[config.mk]
export PLATFORM = sky130hd
export DESIGN_NAME = perf_counter_bank
export DESIGN_NICKNAME = d
export VERILOG_FILES = /design/src/rtl/perf_counter_bank_pkg.sv /design/src/rtl/perf_counter_channel.sv /design/src/rtl/perf_counter_bank.sv
export SDC_FILE = /design/constraint.sdc
export NUM_CORES = 1
export LEC_CHECK = 0
export ABC_AREA = 1
export CAP_MARGIN = 25
export CORE_MARGIN = 8
export CORE_UTILIZATION = 57
export CTS_CLUSTER_SIZE = 25
export DETAILED_ROUTE_END_ITERATION = 10
export GPL_TIMING_DRIVEN = 0
export HOLD_SLACK_MARGIN = 0.03
export PLACE_DENSITY = 0.74
export SYNTH_ARGS = -nofsm -noshare
export SYNTH_HDL_FRONTEND = slang
export SYNTH_SLANG_ARGS = --single-unit
[constraint.sdc]
create_clock -name i_clock -period 1.7 [get_ports i_clock]
set_input_delay 0.34 -clock i_clock [delete_from_list [all_inputs] [get_ports i_clock]]
set_output_delay 0.34 -clock i_clock [all_outputs]
set_load 0.02 [all_outputs]
[src/rtl/perf_counter_bank_pkg.sv]
// perf_counter_bank_pkg: shared opcodes, RUN/HALTED state encoding and counter mode constants
package perf_counter_bank_pkg;
  localparam logic [3:0] OP_NOP  = 4'b0000;
  localparam logic [3:0] OP_STOP = 4'b0001;
  typedef enum logic {
    ST_RUN    = 1'b0,
    ST_HALTED = 1'b1
  } state_t;
  localparam bit MODE_WRAP = 1'b0;
  localparam bit MODE_SAT  = 1'b1;
endpackage

[src/rtl/perf_counter_channel.sv]
// perf_counter_channel: one event counter with wrap/saturate, sticky overflow and snapshot shadow
//   i_clock, i_reset (sync, active-low), i_inc_en (count this edge), i_clear (zero count+ovf),
//   i_snap (capture pre-edge count), o_shadow (captured count), o_ovf (sticky overflow)
module perf_counter_channel
  import perf_counter_bank_pkg::*;
#(
  parameter int WIDTH    = 16,
  parameter bit SATURATE = MODE_WRAP
) (
  input  logic             i_clock,
  input  logic             i_reset,
  input  logic             i_inc_en,
  input  logic             i_clear,
  input  logic             i_snap,
  output logic [WIDTH-1:0] o_shadow,
  output logic             o_ovf
);
  logic [WIDTH-1:0] r_count;
  logic             w_at_max;
  logic [WIDTH-1:0] w_count_inc;
  assign w_at_max    = &r_count;
  assign w_count_inc = (w_at_max && SATURATE == MODE_SAT) ? r_count : r_count + WIDTH'(1);
  always_ff @(posedge i_clock) begin
    if (!i_reset) begin
      r_count  <= '0;
      o_shadow <= '0;
      o_ovf    <= 1'b0;
    end else begin
      // snapshot reads the pre-edge count, so snap alongside clear keeps the uncleared value
      if (i_snap) o_shadow <= r_count;
      if (i_clear) begin
        r_count <= '0;
        o_ovf   <= 1'b0;
      end else if (i_inc_en) begin
        r_count <= w_count_inc;
        if (w_at_max) o_ovf <= 1'b1;
      end
    end
  end
endmodule

[src/rtl/perf_counter_bank.sv]
// perf_counter_bank: NUM_CH event counters gated by a RUN/HALTED FSM with shadow readback
//   i_clock, i_reset (sync, active-low), i_instr (decode opcode), i_events (per-channel strobes),
//   i_clear, i_start (re-arm from HALTED), i_snap, i_rd_sel -> o_rd_data (shadow mux),
//   o_ovf (sticky per-channel overflow), o_running (state is RUN)
module perf_counter_bank
  import perf_counter_bank_pkg::*;
#(
  parameter int         WIDTH    = 16,
  parameter int         NUM_CH   = 4,
  parameter int         SELW     = 2,
  parameter logic [3:0] STOP_OP  = OP_STOP,
  parameter bit         SATURATE = MODE_WRAP
) (
  input  logic              i_clock,
  input  logic              i_reset,
  input  logic [3:0]        i_instr,
  input  logic [NUM_CH-1:0] i_events,
  input  logic              i_clear,
  input  logic              i_start,
  input  logic              i_snap,
  input  logic [SELW-1:0]   i_rd_sel,
  output logic [WIDTH-1:0]  o_rd_data,
  output logic [NUM_CH-1:0] o_ovf,
  output logic              o_running
);
  state_t           r_state;
  state_t           w_state_next;
  logic             w_stop;
  logic             w_count_en;
  logic [WIDTH-1:0] w_shadow [2**SELW];
  assign w_stop = i_instr == STOP_OP;
  always_comb begin
    w_state_next = w_stop ? ST_HALTED : (i_start ? ST_RUN : r_state);
    w_count_en   = r_state == ST_RUN && !w_stop && !i_clear;
  end
  always_ff @(posedge i_clock) begin
    if (!i_reset) r_state <= ST_RUN;
    else r_state <= w_state_next;
  end
  assign o_running = r_state == ST_RUN;
  // unused select codes read as zero-filled slots so the mux needs no range check
  for (genvar g = 0; g < 2**SELW; g++) begin : g_ch
    if (g < NUM_CH) begin : g_live
      perf_counter_channel #(.WIDTH(WIDTH), .SATURATE(SATURATE)) u_ch (
        .i_clock (i_clock),
        .i_reset (i_reset),
        .i_inc_en(w_count_en && i_events[g]),
        .i_clear (i_clear),
        .i_snap  (i_snap),
        .o_shadow(w_shadow[g]),
        .o_ovf   (o_ovf[g])
      );
    end else begin : g_pad
      assign w_shadow[g] = '0;
    end
  end
  assign o_rd_data = w_shadow[i_rd_sel];
endmodule

Word level (Yosys, flattened, before mapping) --
Cells that the tools add are included.
Operators by class: reductions and logical operators 14, muxes and demuxes 5, order comparisons 1, $add $sub $neg 4, equal/unequal tests 1, bitwise logic cells 3
Operators with widths (number):
- $reduce_and 17->1 | 4
- $add 16x1->16 const B | 4
- $bmux 16 s2 | 1
- $mux 16 | 2
- $logic_and 1x1->1 | 6
- $eq 4x1->1 const B | 1
- $ge 3x3->1 const B | 1
- $not 2->3 | 1
- $logic_not 1->1 | 2
- $mux 1 | 2
- $not 1->1 | 2
- $reduce_bool 2->1 | 1
- $reduce_or 2->1 | 1
Storage, ports and cells: register bits after elaboration 133, word-level logic and storage cells 41

Depth between registers and ports, before layout --
Gate-level depths: netlist (run 1).
word-level depth 6, gate-level depth with buffers 9, mapped depth without buffers 9

Modules after synthesis --
A second synthesis (run 1) with hierarchy kept.
Unflattened totals: cell total of the unflattened synthesis 962, area total of the unflattened synthesis 6530.0 µm²
Modules (own cells, without submodules):
- perf_counter_channel | area an instance 1425.1 µm², times used 4, cells an instance 193, sequential area each 660.6 µm²
- perf_counter_bank | area an instance 829.5 µm², times used 1, cells an instance 190, sequential area each 20.0 µm²

Worst setup path after synthesis (run 1) --
No wires, ideal clock.
path kind input to output, start point input port i_rd_sel[0], end point output port o_rd_data[10], arrival 1143 ps, path buffers 1, path slack 217 ps, cell stages on the path 4, cell sequence inv_1 -> clkbuf_1 -> nor2_1 -> o22ai_1
Between the ends: longest elaborated chain between the ends 4
Ends and longest elaborated chain:
- from (decl) | line perf_counter_bank.sv:21 | input logic [SELW-1:0] i_rd_sel,
- $not 2->3 (not written as such) | line perf_counter_bank.sv:57 | assign o_rd_data = w_shadow[i_rd_sel];
- $bmux 16 s2 | line perf_counter_bank.sv:57
- $mux 16 (not written as such) (2 in series) | line perf_counter_bank.sv:57
- to (decl) | line perf_counter_bank.sv:22 | output logic [WIDTH-1:0] o_rd_data,
Every way passes these cells. The select of a mux whose other input is x is not followed.

Final worst setup path (run 1) --
start point input port i_rd_sel[0], end point output port o_rd_data[4]
Same word-level chain as after synthesis.

==> results of run 1 <==
## layout by cell type (no fill, tap or decap), types with 20 or more instances in the layout
master and count:
inv_1 71, buf_4 21, nor3_1 22, nand3_1 44, dfxtp_1 117, clkbuf_1 24
o21ai_0 76, a21oi_1 83, nand2_1 122, o21ai_2 20, nor2_1 165
## logic make-up (layout without fill, tap and decap cells)
logic type,count (synthesis),after routing,synth area share [%]
adder cells (fa/ha/maj),4,4,0.818
AND/OR/NAND/NOR,395,395,29.7
AO/OA/AOI/OAI,211,211,17.7
flip-flops,133,133,43.5
buffers and inverters,119,185,8.26
## worst max-delay path, cell delays in order
cell,delay (ns)
clkdlybuf4s15_2,0.29
buf_4,0.25
o21ai_2,0.12
o22ai_2,0.23
buf_6,0.15
## final timing paths
check                                               startpoint                              end  depth (start not counted)
worst max-delay path                               i_rd_sel[0]                     o_rd_data[4]                          5
worst min-delay path                                    i_snap  g_ch[0].g_live.u_ch.o_shadow[2]                          3
worst max register to register  g_ch[3].g_live.u_ch.r_count[1]  g_ch[3].g_live.u_ch.r_count[10]                          8
worst min register to register       g_ch[1].g_live.u_ch.o_ovf        g_ch[1].g_live.u_ch.o_ovf                          2
## layer usage
metal	part of all wire, %	up-vias	GRT usage [%]	routed length, um
li1	-	2928	-	-
met1	44	2686	29.5	7410
met2	47	181	38.8	8020
met3	5.2	47	5.73	881
met4	3.4	0	11.1	580
met5	0	-	0	0
## state kept, by name (all words and copies together) (netlist names)
register	flops
r_state	1
g_ch.g_live.u_ch.o_ovf	4
g_ch.g_live.u_ch.o_shadow	64
g_ch.g_live.u_ch.r_count	64
## per-stage QoR
stage / total power [uW] / util (%) / cell area (um2) / hold WS [ns] / setup WS, ns
floorplan: 3670 / - / 6120 / 0.430 / 0.217
CTS: 7420 / 68.8 / 7330 / 0.220 / -0.0302
detailed placement: 3930 / 62.3 / 6640 / 0.442 / -1.04
global placement: 3910 / 62.3 / 6640 / 0.440 / -1.08
global route: 7630 / 69.4 / 7390 / 0.239 / -0.0324
finish: 7420 / 69.4 / 7390 / 0.236 / -0.0234
## power by group
group / total [uW] / switching, uW / internal, uW / leakage (uW)
Combinational: 680 / 430 / 250 / 0.00136
Clock: 3480 / 1290 / 2190 / 0.000270
Sequential: 3260 / 55.5 / 3200 / 0.00109
## repair_timing
action / CTS / global route
cloned: 0 / 0
pin swaps: 10 / 9
endpoints found under the setup margin: 21 / 16
resized for setup: 168 / 35
buffers inserted: 1 / 0
## layout make-up
class	count	area, um2	share of cell area (%)
multi-input cells	610	3120	42.2
plain buffers	42	256	3.47
clock inverters	4	70.1	0.949
repair buffers	35	310	4.20
inverters	77	292	3.95
clock buffers	27	482	6.52
well taps	140	175	2.37
flip-flops and latches	133	2680	36.3
==> flow_metrics.py, run 1 <==
metrics = {
    "finish": {
        "finalNonFillerCells": 1068,
        "num-fill-cells": 891,
        "syn2layout_area_growth_pct": 20.7,
        "drive_above_1_share_pct": 17.7,
        "fin_nets": 935,
        "insertedDiodeCount": 0,
    },
    "logic_synthesis": {
        "ys_async_sr_fraction_pct": 0,
        "netlist_area_um2": 6120,
        "synth_top_cell_area_share_pct": 43.5,
        "ys_seq_elements": 133,
        "synth_ff_type": "dfxtp_1",
        "yosysSeqAreaShare_pct": 43.5,
        "syn_inst": 862,
        "synth_area_leaders": "dfxtp_1 (43%), nor2_1 (10%), o21ai_0 (8.6%)",
        "syn_area_per_cell_um2": 7.10,
        "netlist_top_cells_count": "nor2_1 (168), dfxtp_1 (133), nand2_1 (122)",
        "synth_fp_nets": 881,
        "ys_types": 28,
        "synth_edf_count": 0,
        "yosys.area.top_type": "dfxtp_1",
        "yosysWarnings": 0,
        "yosysMostFrequentCell": "nor2_1",
    },
    "sta": {
        "worst_pin_slew_ns": 0.672,
        "hold_viol_final": 0,
        "grt_setup_unrepaired": "yes",
        "min_period_over_period_pct": 101,
        "timing.fmax_mhz": 580,
        "layout_setup_ws_ns": -0.0234,
        "finalClockSkew_ns": 0.00571,
        "final.setup.tns_ns": -0.0234,
        "slew_violations": 0,
        "setup_viol": 1,
        "fin_crit_ns": 1.72,
        "worst_slew_margin_rel_pct": 55.2,
    },
    "clocking": {
        "hold_buffers": 0,
        "cts_tree": "done",
        "numCtsBuffers": 17,
        "clock_latency_ns": 0.54,
        "clockBufferDepth": 2,
        "clk_pin_slew_ns": 0.06,
        "cts-root-buf": "clkbuf_8",
        "h-tree-depth": 4,
        "clock_sinks": 133,
    },
    "die": {
        "die_x_um": 120,
        "start_util_pct": 57.5,
        "die_h_um": 120,
        "io_pins": 36,
        "rows": 38,
        "core_area_um2": 10700,
        "dieArea_um2": 14300,
    },
    "setup_path": {
        "criticalPathCategory": "in -> out",
        "crit_fanout": 10,
        "crit_path_end_kind": "output pin",
        "rrSetupSlack_ns": 0.16,
        "worstPathArrival_ns": 1.38,
        "crit_required_ns": 1.36,
        "critPathLaunchType": "input pin",
    },
    "route": {
        "drt-vias-per-instance": 5.47,
        "dr.pass1.iters": 5,
        "drtAntennaViolNets": 0,
        "avgRoutedWirePerCell_um": 15.8,
        "wirelength_um": 16900,
        "vias": 5842,
        "drc": 0,
        "drt_iter0_drc": 532,
    },
    "pwr": {
        "vdd_ir_drop_max_v": 0.000762,
        "power_density_nw_per_um2": 1000,
        "p_leak_uw": 0.00271,
    },
    "grt": {
        "grt_max_degree": 17,
        "grt_pass1_wl_um": 27300,
        "overflow": 0,
        "grt_pass1_vias": 5497,
        "antenna_found_initial": 0,
        "grt_use_total_pct": 23.9,
    },
    "hold_path": {
        "hold_class": "in -> reg",
    },
    "run_status": {
        "violations": "setup timing",
        "status": "finished, violations left",
    },
    "placed_design": {
        "dpl.hpwl_um": 12400,
        "gp_congestion": 0.955,
        "placed_cells": 1036,
        "port_buffers": 34,
    },
    "job": {
        "cap_viol_max_count": 0,
    },
}
(Power assumes the default switching activity.)
==> run 2, diff against run 1 <==
Settings changed: SLEW_MARGIN from default to 20.
==> results of run 2 <==
The final DEF is identical to that of run 1; final timing and power are the same.
==> run 3, diff against run 2 <==
Settings changed: CORE_MARGIN 8 to default, HOLD_SLACK_MARGIN 0.03 to default, PLACE_DENSITY 0.74 to 0.79.
==> flow_metrics.py, run 3 (synthesis gave the netlist of run 1 again) <==
metrics = {
    "grt": {
        "grt_pass1_vias": 5696,
        "globalRouteMet1Util_pct": 37.3,
        "grt_max_degree": 17,
        "grt_use_total_pct": 31.7,
        "use_met2_pct": 51.5,
        "grt.busiest_layer": "met2",
        "grt_pass1_wl_um": 27000,
        "antenna_found_initial": 0,
        "overflow": 0,
        "met3_usage_pct": 9.21,
    },
    "sta": {
        "slew_violations": 0,
        "hold_viol_final": 0,
        "final.setup.tns_ns": -0.00373,
        "worst_pin_slew_ns": 0.516,
        "finalClockSkew_ns": 0.0119,
        "min_period_over_period_pct": 100,
        "fin_crit_ns": 1.70,
        "setup_viol": 1,
        "worst_slew_margin_rel_pct": 65.6,
        "timing.fmax_mhz": 587,
        "layout_setup_ws_ns": -0.00373,
    },
    "pwr": {
        "p_leak_uw": 0.00274,
        "vdd_ir_drop_max_v": 0.000588,
        "power_density_nw_per_um2": 999,
    },
    "die": {
        "start_util_pct": 59.0,
        "die_x_um": 106,
        "rows": 37,
        "core_area_um2": 10400,
        "io_pins": 36,
        "die_h_um": 106,
        "dieArea_um2": 11200,
    },
    "setup_path": {
        "crit_fanout": 2,
        "worstPathArrival_ns": 1.36,
        "critPathLaunchType": "register",
        "slowest_stage": "dfxtp_1",
        "rrSetupSlack_ns": 0.10,
        "critPathMaxStageDelay_ns": 0.40,
        "crit_required_ns": 1.36,
        "criticalPathCategory": "reg -> out",
        "crit_chain": "o21ai_2, o22ai_2, buf_6",
        "crit_path_end_kind": "output pin",
    },
    "run_status": {
        "violations": "setup timing",
        "status": "finished, violations left",
    },
    "placed_design": {
        "dpl.hpwl_um": 12000,
        "port_buffers": 34,
        "dp_slack_ns": -1.08,
        "gp_congestion": 0.989,
    },
    "route": {
        "drt-vias-per-instance": 5.72,
        "drc": 0,
        "vias": 6093,
        "drt_iter0_drc": 570,
        "drtAntennaViolNets": 0,
        "avgRoutedWirePerCell_um": 16.2,
        "wirelength_um": 17300,
        "dr.pass1.iters": 6,
    },
    "hold_path": {
        "hold_class": "in -> reg",
    },
    "finish": {
        "largestRegisters": "g_ch.g_live.u_ch.o_shadow: 64 flops, g_ch.g_live.u_ch.r_count: 64 flops, g_ch.g_live.u_ch.o_ovf: 4 flops",
        "final_cell_mix": "nor2_1 (166), nand2_1 (122), dfxtp_1 (118)",
        "mostFrequentLayoutCell": "nor2_1",
        "fin_nets": 938,
        "insertedDiodeCount": 0,
        "syn2layout_area_growth_pct": 21.1,
        "drive_above_1_share_pct": 17.2,
    },
    "clocking": {
        "clockBufferDepth": 2,
        "clock_latency_ns": 0.55,
        "clk_pin_slew_ns": 0.06,
        "h-tree-depth": 4,
        "numCtsBuffers": 17,
        "cts_tree": "done",
        "hold_buffers": 0,
        "cts-root-buf": "clkbuf_8",
        "clock_sinks": 133,
    },
    "job": {
        "cap_viol_max_count": 0,
    },
}
run 3: through the flow:
step / area, um2 / hold WS [ns] / std cells / utilization (%) / power, uW
floorplan: 6120 / 0.430 / 862 / - / 3670
global placement: 6630 / 0.444 / 1032 / 63.9 / 3900
detailed placement: 6630 / 0.444 / 1032 / 63.9 / 3910
CTS: 7290 / 0.198 / 1065 / 70.3 / 7340
global route: 7410 / 0.246 / 1066 / 71.5 / 7580
finish: 7410 / 0.227 / 1066 / 71.5 / 7400
run 3: repair_timing:
item | in CTS | in global routing
gates resized for setup | 153 | 52
pin swaps | 10 | 13
endpoints found under the setup margin | 21 | 20
setup buffers | 2 | 1
cloned | 1 | 0
run 3: per-layer routing:
layer,part of all wire [%],vias up
met5,0,-
met4,4.8,0
met3,8.0,70
met2,47,273
met1,40,2819
li1,-,2931
run 3: final cells by class:
type	instances	area [um2]
multi-input cells	610	3110
fillers	833	2960
flip-flops and latches	133	2680
clock buffers	25	464
repair buffers	38	344
inverters	77	292
plain buffers	42	278
well taps	136	170
clock inverters	5	75.1
run 3: final timing paths:
check	endpoint	depth (start not counted)	startpoint
setup / recovery	o_rd_data[8]	3	g_ch[1].g_live.u_ch.o_shadow[8]
hold / removal	g_ch[0].g_live.u_ch.o_shadow[2]	3	i_snap
setup reg to reg	g_ch[3].g_live.u_ch.r_count[12]	8	g_ch[3].g_live.u_ch.r_count[1]
hold reg to reg	g_ch[0].g_live.u_ch.o_ovf	2	g_ch[0].g_live.u_ch.o_ovf
run 3: critical path, delay by kind of cell (launching register included):
family,cells,cell delay [ns]
buf+inv,1,0.15
compound gates,2,0.27
flops,1,0.40
run 3: power by group:
| group | switching (uW) | internal (uW) | leakage [uW] |
|---|---|---|---|
| Combinational | 435 | 262 | 0.00138 |
| Clock | 1310 | 2140 | 0.000266 |
| Sequential | 50.9 | 3200 | 0.00109 |
